**src/rtl/ldm_pkg.sv**
```systemverilog
// ============================================================================
//  Module      : ldm_pkg
//  Description : Shared types and helpers for the block-transfer sequencer.
//  Revision    : 1.0  initial release
// ============================================================================
`default_nettype none

package ldm_pkg;

    localparam int c_MAX_NREG = 256;

    // Encoded as {P,U}
    typedef enum logic [1:0] {
        DA = 2'b00,
        IA = 2'b01,
        DB = 2'b10,
        IB = 2'b11
    } am_e;

    typedef enum logic [1:0] {
        IDLE  = 2'd0,
        XFER  = 2'd1,
        WBACK = 2'd2
    } seq_state_e;

    // Callers zero-extend their register list to c_MAX_NREG bits.
    function automatic logic [8:0] popcount(input logic [c_MAX_NREG-1:0] v);
        logic [8:0] cnt;
        cnt = '0;
        for (int i = 0; i < c_MAX_NREG; i++) begin
            cnt = cnt + 9'(v[i]);
        end
        return cnt;
    endfunction

endpackage

`default_nettype wire

```
**src/rtl/ldm_sequencer_if.sv**
```systemverilog
// ============================================================================
//  Module      : ldm_sequencer_if
//  Description : Decode-side instruction inputs and uop outputs of the sequencer.
//  Revision    : 1.0  initial release
// ============================================================================
`default_nettype none

interface ldm_sequencer_if
    import ldm_pkg::*;
#(
    parameter int NREG   = 16,
    parameter int RA_W   = $clog2(NREG),
    parameter int ADDR_W = 32
);
    logic              start;
    logic [NREG-1:0]   reglist;
    logic [1:0]        mode;
    logic              wb;
    logic              load;
    logic [RA_W-1:0]   base_rn;
    logic              stall_in;
    logic              flush;

    logic              uop_valid;
    logic [RA_W-1:0]   uop_reg;
    logic [ADDR_W-1:0] uop_offset;
    logic              uop_wb;
    logic              uop_last;
    logic              stall_fd;
    logic              busy;

    modport master (
        output start, reglist, mode, wb, load, base_rn, stall_in, flush,
        input  uop_valid, uop_reg, uop_offset, uop_wb, uop_last, stall_fd, busy
    );

    modport slave (
        input  start, reglist, mode, wb, load, base_rn, stall_in, flush,
        output uop_valid, uop_reg, uop_offset, uop_wb, uop_last, stall_fd, busy
    );

endinterface

`default_nettype wire

```
**src/rtl/lsb_prio_enc.sv**
```systemverilog
// ============================================================================
//  Module      : lsb_prio_enc
//  Description : Index of the lowest set bit plus an any-bit-set flag.
//  Revision    : 1.0  initial release
// ============================================================================
`default_nettype none

module lsb_prio_enc #(
    parameter int NREG = 16,
    parameter int RA_W = $clog2(NREG)
) (
    input  logic [NREG-1:0] i_vec,
    output logic [RA_W-1:0] o_idx,
    output logic            o_any
);

    // Scanning downwards lets the lowest set bit overwrite any higher one.
    always_comb begin
        o_idx = '0;
        for (int i = NREG - 1; i >= 0; i--) begin
            if (i_vec[i]) begin
                o_idx = RA_W'(i);
            end
        end
    end

    assign o_any = |i_vec;

endmodule

`default_nettype wire

```
**src/rtl/ldm_sequencer.sv**
```systemverilog
// ============================================================================
//  Module      : ldm_sequencer
//  Description : Expands an LDM/STM register list into per-register uops plus
//                an optional base-writeback uop, holding decode meanwhile.
//  Revision    : 1.0  initial release
// ============================================================================
`default_nettype none

module ldm_sequencer
    import ldm_pkg::*;
#(
    parameter int NREG   = 16,
    parameter int RA_W   = $clog2(NREG),
    parameter int ADDR_W = 32,
    parameter int WORD_B = 4
) (
    input  logic           clk,
    input  logic           rst,
    ldm_sequencer_if.slave bus
);

    localparam int                c_NB_W = RA_W + 1 + $clog2(WORD_B);
    localparam logic [ADDR_W-1:0] c_STEP = ADDR_W'(WORD_B);

    seq_state_e        r_state;
    logic [NREG-1:0]   r_mask;
    logic [ADDR_W-1:0] r_offset;
    logic              r_up;
    logic              r_wb_eff;
    logic [RA_W-1:0]   r_base_rn;
    logic [RA_W:0]     r_n;

    seq_state_e        w_state_nxt;
    logic [NREG-1:0]   w_mask_nxt;
    logic [ADDR_W-1:0] w_offset_nxt;
    logic              w_up_nxt;
    logic              w_wb_eff_nxt;
    logic [RA_W-1:0]   w_base_nxt;
    logic [RA_W:0]     w_n_nxt;

    logic              w_idle;
    logic [NREG-1:0]   w_enc_in;
    logic [RA_W-1:0]   w_idx;
    logic              w_any;
    logic [NREG-1:0]   w_rest;
    logic              w_more;

    logic [c_MAX_NREG-1:0] w_list_ext;
    logic [RA_W:0]         w_n_cur;
    logic [c_NB_W-1:0]     w_nb_cur;
    logic [c_NB_W-1:0]     w_nb_lat;
    logic [ADDR_W-1:0]     w_nb_cur_ext;
    logic [ADDR_W-1:0]     w_nb_lat_ext;
    logic [ADDR_W-1:0]     w_base_off;
    logic                  w_wb_eff_cur;
    logic                  w_launch;

    logic              w_uop_valid;
    logic [RA_W-1:0]   w_uop_reg;
    logic [ADDR_W-1:0] w_uop_offset;
    logic              w_uop_wb;
    logic              w_uop_last;

    // One encoder serves both the incoming list and the remaining mask.
    assign w_idle   = (r_state == IDLE);
    assign w_enc_in = w_idle ? bus.reglist : r_mask;

    lsb_prio_enc #(
        .NREG (NREG),
        .RA_W (RA_W)
    ) u_enc (
        .i_vec (w_enc_in),
        .o_idx (w_idx),
        .o_any (w_any)
    );

    assign w_rest = w_enc_in & ~(NREG'(1) << w_idx);
    assign w_more = |w_rest;

    always_comb begin
        w_list_ext             = '0;
        w_list_ext[NREG-1:0]   = bus.reglist;
    end

    assign w_n_cur  = (RA_W + 1)'(popcount(w_list_ext));
    assign w_nb_cur = c_NB_W'(w_n_cur) * c_NB_W'(WORD_B);
    assign w_nb_lat = c_NB_W'(r_n) * c_NB_W'(WORD_B);

    // Byte counts are magnitudes: zero-extend so N == NREG never turns negative.
    assign w_nb_cur_ext = ADDR_W'(w_nb_cur);
    assign w_nb_lat_ext = ADDR_W'(w_nb_lat);

    always_comb begin
        w_base_off = '0;
        unique case (am_e'(bus.mode))
            IA:      w_base_off = '0;
            IB:      w_base_off = c_STEP;
            DA:      w_base_off = c_STEP - w_nb_cur_ext;
            DB:      w_base_off = -w_nb_cur_ext;
            default: w_base_off = '0;
        endcase
    end

    // A loaded base overrides writeback; a stored base still writes back.
    assign w_wb_eff_cur = bus.wb & ~(bus.load & bus.reglist[bus.base_rn]);
    assign w_launch     = w_idle & bus.start & w_any & ~bus.flush & rst;

    always_comb begin
        w_state_nxt  = r_state;
        w_mask_nxt   = r_mask;
        w_offset_nxt = r_offset;
        w_up_nxt     = r_up;
        w_wb_eff_nxt = r_wb_eff;
        w_base_nxt   = r_base_rn;
        w_n_nxt      = r_n;
        w_uop_valid  = 1'b0;
        w_uop_reg    = '0;
        w_uop_offset = '0;
        w_uop_wb     = 1'b0;
        w_uop_last   = 1'b0;

        unique case (r_state)
            IDLE: begin
                if (w_launch) begin
                    w_uop_valid  = 1'b1;
                    w_uop_reg    = w_idx;
                    w_uop_offset = w_base_off;
                    w_uop_last   = ~w_more & ~w_wb_eff_cur;
                    w_mask_nxt   = w_rest;
                    w_offset_nxt = w_base_off + c_STEP;
                    w_up_nxt     = bus.mode[0];
                    w_wb_eff_nxt = w_wb_eff_cur;
                    w_base_nxt   = bus.base_rn;
                    w_n_nxt      = w_n_cur;
                    if (w_more) begin
                        w_state_nxt = XFER;
                    end else if (w_wb_eff_cur) begin
                        w_state_nxt = WBACK;
                    end
                end
            end
            XFER: begin
                w_uop_valid  = 1'b1;
                w_uop_reg    = w_idx;
                w_uop_offset = r_offset;
                w_uop_last   = ~w_more & ~r_wb_eff;
                w_mask_nxt   = w_rest;
                w_offset_nxt = r_offset + c_STEP;
                if (!w_more) begin
                    w_state_nxt = r_wb_eff ? WBACK : IDLE;
                end
            end
            WBACK: begin
                w_uop_valid  = 1'b1;
                w_uop_wb     = 1'b1;
                w_uop_reg    = r_base_rn;
                w_uop_offset = r_up ? w_nb_lat_ext : -w_nb_lat_ext;
                w_uop_last   = 1'b1;
                w_state_nxt  = IDLE;
            end
            default: begin
                w_state_nxt = IDLE;
            end
        endcase
    end

    // Flush outranks stall; a stall freezes every piece of sequencer state.
    always_ff @(posedge clk) begin
        if (!rst) begin
            r_state   <= IDLE;
            r_mask    <= '0;
            r_offset  <= '0;
            r_up      <= 1'b0;
            r_wb_eff  <= 1'b0;
            r_base_rn <= '0;
            r_n       <= '0;
        end else if (bus.flush) begin
            r_state <= IDLE;
            r_mask  <= '0;
        end else if (!bus.stall_in) begin
            r_state   <= w_state_nxt;
            r_mask    <= w_mask_nxt;
            r_offset  <= w_offset_nxt;
            r_up      <= w_up_nxt;
            r_wb_eff  <= w_wb_eff_nxt;
            r_base_rn <= w_base_nxt;
            r_n       <= w_n_nxt;
        end
    end

    assign bus.uop_valid  = w_uop_valid;
    assign bus.uop_reg    = w_uop_reg;
    assign bus.uop_offset = w_uop_offset;
    assign bus.uop_wb     = w_uop_wb;
    assign bus.uop_last   = w_uop_last;
    assign bus.stall_fd   = w_uop_valid & ~w_uop_last;
    assign bus.busy       = ~w_idle;

endmodule

`default_nettype wire

```
**src/flat_wrapper.sv**
```systemverilog
// flat-port wrapper written by rule: the top's interface ports become plain ports
module ldm_sequencer_flat import ldm_pkg::*;
#(
    parameter int NREG   = 16,
    parameter int RA_W   = $clog2(NREG),
    parameter int ADDR_W = 32,
    parameter int WORD_B = 4
)
  (clk, rst, bus_start, bus_reglist, bus_mode, bus_wb, bus_load, bus_base_rn, bus_stall_in, bus_flush, bus_uop_valid, bus_uop_reg, bus_uop_offset, bus_uop_wb, bus_uop_last, bus_stall_fd, bus_busy);
  ldm_sequencer_if #(.NREG(NREG), .RA_W(RA_W), .ADDR_W(ADDR_W)) bus_i ();
  input  logic clk;
  input  logic rst;
  input wire logic [$bits(bus_i.start)-1:0] bus_start;
  input wire logic [$bits(bus_i.reglist)-1:0] bus_reglist;
  input wire logic [$bits(bus_i.mode)-1:0] bus_mode;
  input wire logic [$bits(bus_i.wb)-1:0] bus_wb;
  input wire logic [$bits(bus_i.load)-1:0] bus_load;
  input wire logic [$bits(bus_i.base_rn)-1:0] bus_base_rn;
  input wire logic [$bits(bus_i.stall_in)-1:0] bus_stall_in;
  input wire logic [$bits(bus_i.flush)-1:0] bus_flush;
  output wire logic [$bits(bus_i.uop_valid)-1:0] bus_uop_valid;
  output wire logic [$bits(bus_i.uop_reg)-1:0] bus_uop_reg;
  output wire logic [$bits(bus_i.uop_offset)-1:0] bus_uop_offset;
  output wire logic [$bits(bus_i.uop_wb)-1:0] bus_uop_wb;
  output wire logic [$bits(bus_i.uop_last)-1:0] bus_uop_last;
  output wire logic [$bits(bus_i.stall_fd)-1:0] bus_stall_fd;
  output wire logic [$bits(bus_i.busy)-1:0] bus_busy;
  assign bus_i.start = bus_start;
  assign bus_i.reglist = bus_reglist;
  assign bus_i.mode = bus_mode;
  assign bus_i.wb = bus_wb;
  assign bus_i.load = bus_load;
  assign bus_i.base_rn = bus_base_rn;
  assign bus_i.stall_in = bus_stall_in;
  assign bus_i.flush = bus_flush;
  assign bus_uop_valid = bus_i.uop_valid;
  assign bus_uop_reg = bus_i.uop_reg;
  assign bus_uop_offset = bus_i.uop_offset;
  assign bus_uop_wb = bus_i.uop_wb;
  assign bus_uop_last = bus_i.uop_last;
  assign bus_stall_fd = bus_i.stall_fd;
  assign bus_busy = bus_i.busy;
  ldm_sequencer #(.NREG(NREG), .RA_W(RA_W), .ADDR_W(ADDR_W), .WORD_B(WORD_B)) u_core (.clk(clk), .rst(rst), .bus(bus_i));
endmodule
```
**config.mk**
```make
export PLATFORM = sky130hd
export DESIGN_NAME = ldm_sequencer_flat
export DESIGN_NICKNAME = d
export VERILOG_FILES = /design/src/rtl/ldm_pkg.sv /design/src/rtl/ldm_sequencer_if.sv /design/src/rtl/lsb_prio_enc.sv /design/src/rtl/ldm_sequencer.sv /design/src/flat_wrapper.sv
export SDC_FILE = /design/constraint.sdc
export NUM_CORES = 1
export LEC_CHECK = 0
export BUFFER_PORTS_ARGS = -buffer_cell sky130_fd_sc_hd__buf_2
export CAP_MARGIN = 5
export CORE_MARGIN = 10
export CORE_UTILIZATION = 35
export CTS_CLUSTER_SIZE = 30
export DETAILED_ROUTE_END_ITERATION = 8
export HOLD_SLACK_MARGIN = 0.15
export SLEW_MARGIN = 20
export SYNTH_ARGS = -nofsm -noshare
export SYNTH_HDL_FRONTEND = slang
export SYNTH_SLANG_ARGS = --single-unit
```
**constraint.sdc**
```tcl
create_clock -name clk -period 11.9 [get_ports clk]
set_input_delay 2.975 -clock clk [delete_from_list [all_inputs] [get_ports clk]]
set_output_delay 2.975 -clock clk [all_outputs]
set_load 0.1 [all_outputs]
```
==> metrics.txt <==
# TYPE chip_impl_metric gauge
chip_impl_info{name="outcome",value="completed"} 1
chip_impl_metric{name="postCtsHoldBufs",unit=""} 0
chip_impl_metric{name="drt-initial-drc-count",unit=""} 674
chip_impl_metric{name="fin_util",unit="%"} 41.1
chip_impl_metric{name="drt_pass1_iterations",unit=""} 8
chip_impl_metric{name="period_share",unit="%"} 94.5
chip_impl_metric{name="final.setup.worst_slack",unit="ns"} 0.649
chip_impl_metric{name="port_buffers",unit=""} 67
chip_impl_metric{name="number_of_flops_mapped_to_enable_cells_by_yosys",unit=""} 0
chip_impl_metric{name="slew_viol_final",unit=""} 0
chip_impl_metric{name="placed_instance_count",unit=""} 1031
chip_impl_metric{name="global_route_wire_length_before_repair",unit="mm"} 30.9
chip_impl_info{name="endpoint_kind",value="primary output"} 1
chip_impl_metric{name="path_clk_slew",unit="ns"} 0.05
chip_impl_metric{name="wirelength",unit="mm"} 19.3
chip_impl_info{name="tritoncts",value="yes"} 1
chip_impl_metric{name="synthesis.instances",unit=""} 782
chip_impl_info{name="min_path_type",value="reg2reg"} 1
chip_impl_info{name="most_frequently_used_flop_master_after_synthesis",value="dfxtp_1"} 1
chip_impl_metric{name="yosysSeqAreaShare",unit="%"} 20.5
chip_impl_metric{name="grtUsageTotal",unit="%"} 17.2
chip_impl_metric{name="antenna_found_initial",unit=""} 1
chip_impl_metric{name="worst_vdd_ir",unit="mV"} 0.0947
chip_impl_metric{name="max_cap_viol_count",unit=""} 0
chip_impl_metric{name="powerDensity",unit="mW/mm²"} 167
chip_impl_metric{name="cp_max_fo",unit=""} 7
chip_impl_metric{name="setup_viol_count_final",unit=""} 0
chip_impl_metric{name="max_clock_freq",unit="MHz"} 88.9
chip_impl_info{name="synth_top_cell_by_area",value="dfxtp_1"} 1
chip_impl_metric{name="chipWidth",unit="µm"} 148
chip_impl_metric{name="synth.ff_latch_count",unit=""} 59
chip_impl_metric{name="route.detailed.wl_per_inst",unit="µm"} 18.4
chip_impl_metric{name="dpl-instance-area",unit="mm²"} 0.00624
chip_impl_metric{name="fin_nets",unit=""} 880
chip_impl_metric{name="hpwlAfterDp",unit="mm"} 14.2
chip_impl_metric{name="yosys_warnings",unit=""} 0
chip_impl_metric{name="cts_inserted_buffers",unit=""} 9
chip_impl_metric{name="holdWs",unit="ns"} 0.460
chip_impl_metric{name="grt_max_degree",unit=""} 60
chip_impl_metric{name="syn-mean-instance-area",unit="µm²"} 7.35
chip_impl_info{name="netlist_top_cells_area",value="dfxtp_1, a21oi_1, nand2_1"} 1
chip_impl_metric{name="layout-drive-gt1-share",unit="%"} 18.3
chip_impl_metric{name="timing.final.crit_period",unit="ns"} 11.25
chip_impl_metric{name="post_synth_instance_area",unit="mm²"} 0.00575
chip_impl_metric{name="maxSlewHeadroom",unit="%"} 45.9
chip_impl_metric{name="cp.arrival",unit="ns"} 8.28
chip_impl_metric{name="grt_pass1_vias",unit=""} 5706
chip_impl_metric{name="drc_errors",unit=""} 0
chip_impl_metric{name="worst_slew_pin_slew",unit="ns"} 0.811
chip_impl_metric{name="cts.repair_timing.setup_buffer_count",unit=""} 0
chip_impl_metric{name="die_height",unit="µm"} 148
chip_impl_metric{name="dp_worst_setup_slack",unit="ns"} 0.656
chip_impl_metric{name="global_route.overflow_total",unit=""} 0
chip_impl_metric{name="gpl.final_weighted_congestion",unit=""} 0.947
chip_impl_metric{name="final-hold-violation-count",unit=""} 0
chip_impl_info{name="synth.most_common_cell",value="nand2_1"} 1
chip_impl_metric{name="initial_utilization",unit="%"} 35.9
chip_impl_metric{name="post_drt_via_cell_ratio",unit=""} 5.82
chip_impl_metric{name="flow.area_growth_from_synthesis",unit="%"} 14.3
chip_impl_info{name="grt_setup_unrepaired",value="false"} 1
chip_impl_metric{name="route.vias.total",unit=""} 6100
chip_impl_metric{name="synth.top_cell.area_share",unit="%"} 20.5
chip_impl_metric{name="worstPathRequired",unit="ns"} 8.93
chip_impl_metric{name="timing.clock.skew",unit="ns"} 0.0108
chip_impl_info{name="path_class",value="in2out"} 1
chip_impl_info{name="synth_commonest_cells",value="nand2_1, a21oi_1, nor2_1, dfxtp_1, inv_1"} 1
chip_impl_metric{name="cts-htree-levels",unit=""} 3
chip_impl_metric{name="cts_resized",unit=""} 0
chip_impl_metric{name="die-area",unit="mm²"} 0.0220
chip_impl_metric{name="ioPinCount",unit=""} 70
chip_impl_metric{name="fin_cells",unit=""} 1048
chip_impl_metric{name="cts-root-to-sink-buffers",unit=""} 2
chip_impl_metric{name="final_design_area_no_fill",unit="mm²"} 0.00658
chip_impl_info{name="cts_root_buf",value="clkbuf_16"} 1
chip_impl_metric{name="yosys.cell_types.count",unit=""} 96
chip_impl_metric{name="totalNegativeSetupSlack",unit="ns"} 0
chip_impl_metric{name="numClockSinks",unit=""} 59
chip_impl_metric{name="postSynth.asyncResetShare",unit="%"} 0
chip_impl_metric{name="clk_latency",unit="ns"} 0.34
chip_impl_metric{name="antenna_violating_nets_post_route",unit=""} 0
chip_impl_info{name="start_kind",value="input pin"} 1
chip_impl_metric{name="row_count",unit=""} 46
chip_impl_metric{name="power.leakage",unit="nW"} 2.59
chip_impl_metric{name="core-area",unit="mm²"} 0.0160
chip_impl_metric{name="total_power",unit="mW"} 1.10
-- layout make-up --
class | count | area [µm²]
fillers | 1707 | 9430
multi-input cells | 631 | 4200
flip-flops and latches | 59 | 1180
repair buffers | 79 | 425
well taps | 216 | 270
clock buffers | 10 | 239
inverters | 46 | 173
clock inverters | 6 | 88.8
diodes | 1 | 2.50
-- flip-flops by register name, summed over array words and instances, names as in the netlist --
name,flops
u_core.r_state,2
u_core.r_n,5
u_core.r_mask,16
u_core.r_wb_eff,1
u_core.r_base_rn,4
u_core.r_offset,30
u_core.r_up,1
-- critical path, cell delays in order --
cell and delay (ns):
buf_2 0.13, ha_1 0.27, inv_1 0.04, fa_1 0.47
fa_1 0.54, fa_1 0.43, fa_1 0.51, fa_1 0.19
inv_1 0.05, fa_1 0.46, xnor2_2 0.34, ha_1 0.25
nor2b_1 0.34, a31oi_1 0.12, nor2_1 0.14, nor3_1 0.06
nor2_1 0.47, a21oi_1 0.14, buf_2 0.33
-- power breakdown --
part	internal (mW)	switching, mW
Combinational	0.200	0.402
Sequential	0.202	0.00517
Clock	0.189	0.102
-- routing by layer --
metal / global-route usage, % / wire length [µm]
met1: 22.3 / 8770
met4: 4.06 / 220
met3: 4.49 / 1240
met5: 0 / 0
met2: 27.6 / 9050
-- cells by family after synthesis --
family | after synthesis | synth area share, %
compound gates | 246 | 27.9
xor+xnor | 10 | 1.89
fa+ha+maj | 25 | 6.74
buf+inv | 93 | 6.66
flops | 59 | 20.5
mux | 37 | 7.94
other cells | 1 | 0.0652
simple gates | 311 | 28.3
-- path summary, 6_finish.rpt --
kind,startpoint,to,slack (ns),depth (start not counted)
setup / recovery,bus_reglist[1],bus_uop_offset[8],0.65,19
hold / removal,u_core.r_offset[3],u_core.r_offset[3],0.46,2
setup reg to reg,u_core.r_state[0],u_core.r_state[1],7.28,15
hold reg to reg,u_core.r_offset[3],u_core.r_offset[3],0.46,2
-- cell usage in the layout (no fill, tap or decap), types with 4 or more instances in the layout --
| cell | instances |
|---|---|
| or3_1 | 17 |
| mux2_2 | 12 |
| nand4_1 | 6 |
| mux4_2 | 5 |
| buf_2 | 67 |
| buf_4 | 12 |
| mux2i_1 | 18 |
| o21a_1 | 6 |
| o22ai_1 | 9 |
| o211ai_1 | 5 |
| xnor2_1 | 5 |
| a22o_1 | 4 |
| nand3_1 | 9 |
| nor2_1 | 65 |
| a22oi_1 | 6 |
| a222oi_1 | 7 |
| clkbuf_16 | 9 |
| nor3_1 | 29 |
| nand2b_1 | 8 |
| a31oi_1 | 11 |
| or2_2 | 4 |
| nor2b_1 | 8 |
| a32oi_1 | 5 |
| nor3b_1 | 10 |
| and2_1 | 5 |
| a21o_1 | 5 |
| fa_1 | 10 |
| a21oi_1 | 100 |
| and3_1 | 4 |
| nand2_1 | 109 |
| nor4_1 | 5 |
| dfxtp_1 | 59 |
| o21ai_0 | 34 |
| o31ai_1 | 4 |
| inv_1 | 45 |
| a211oi_1 | 10 |
| ha_1 | 13 |
(Power assumes the default switching activity.)
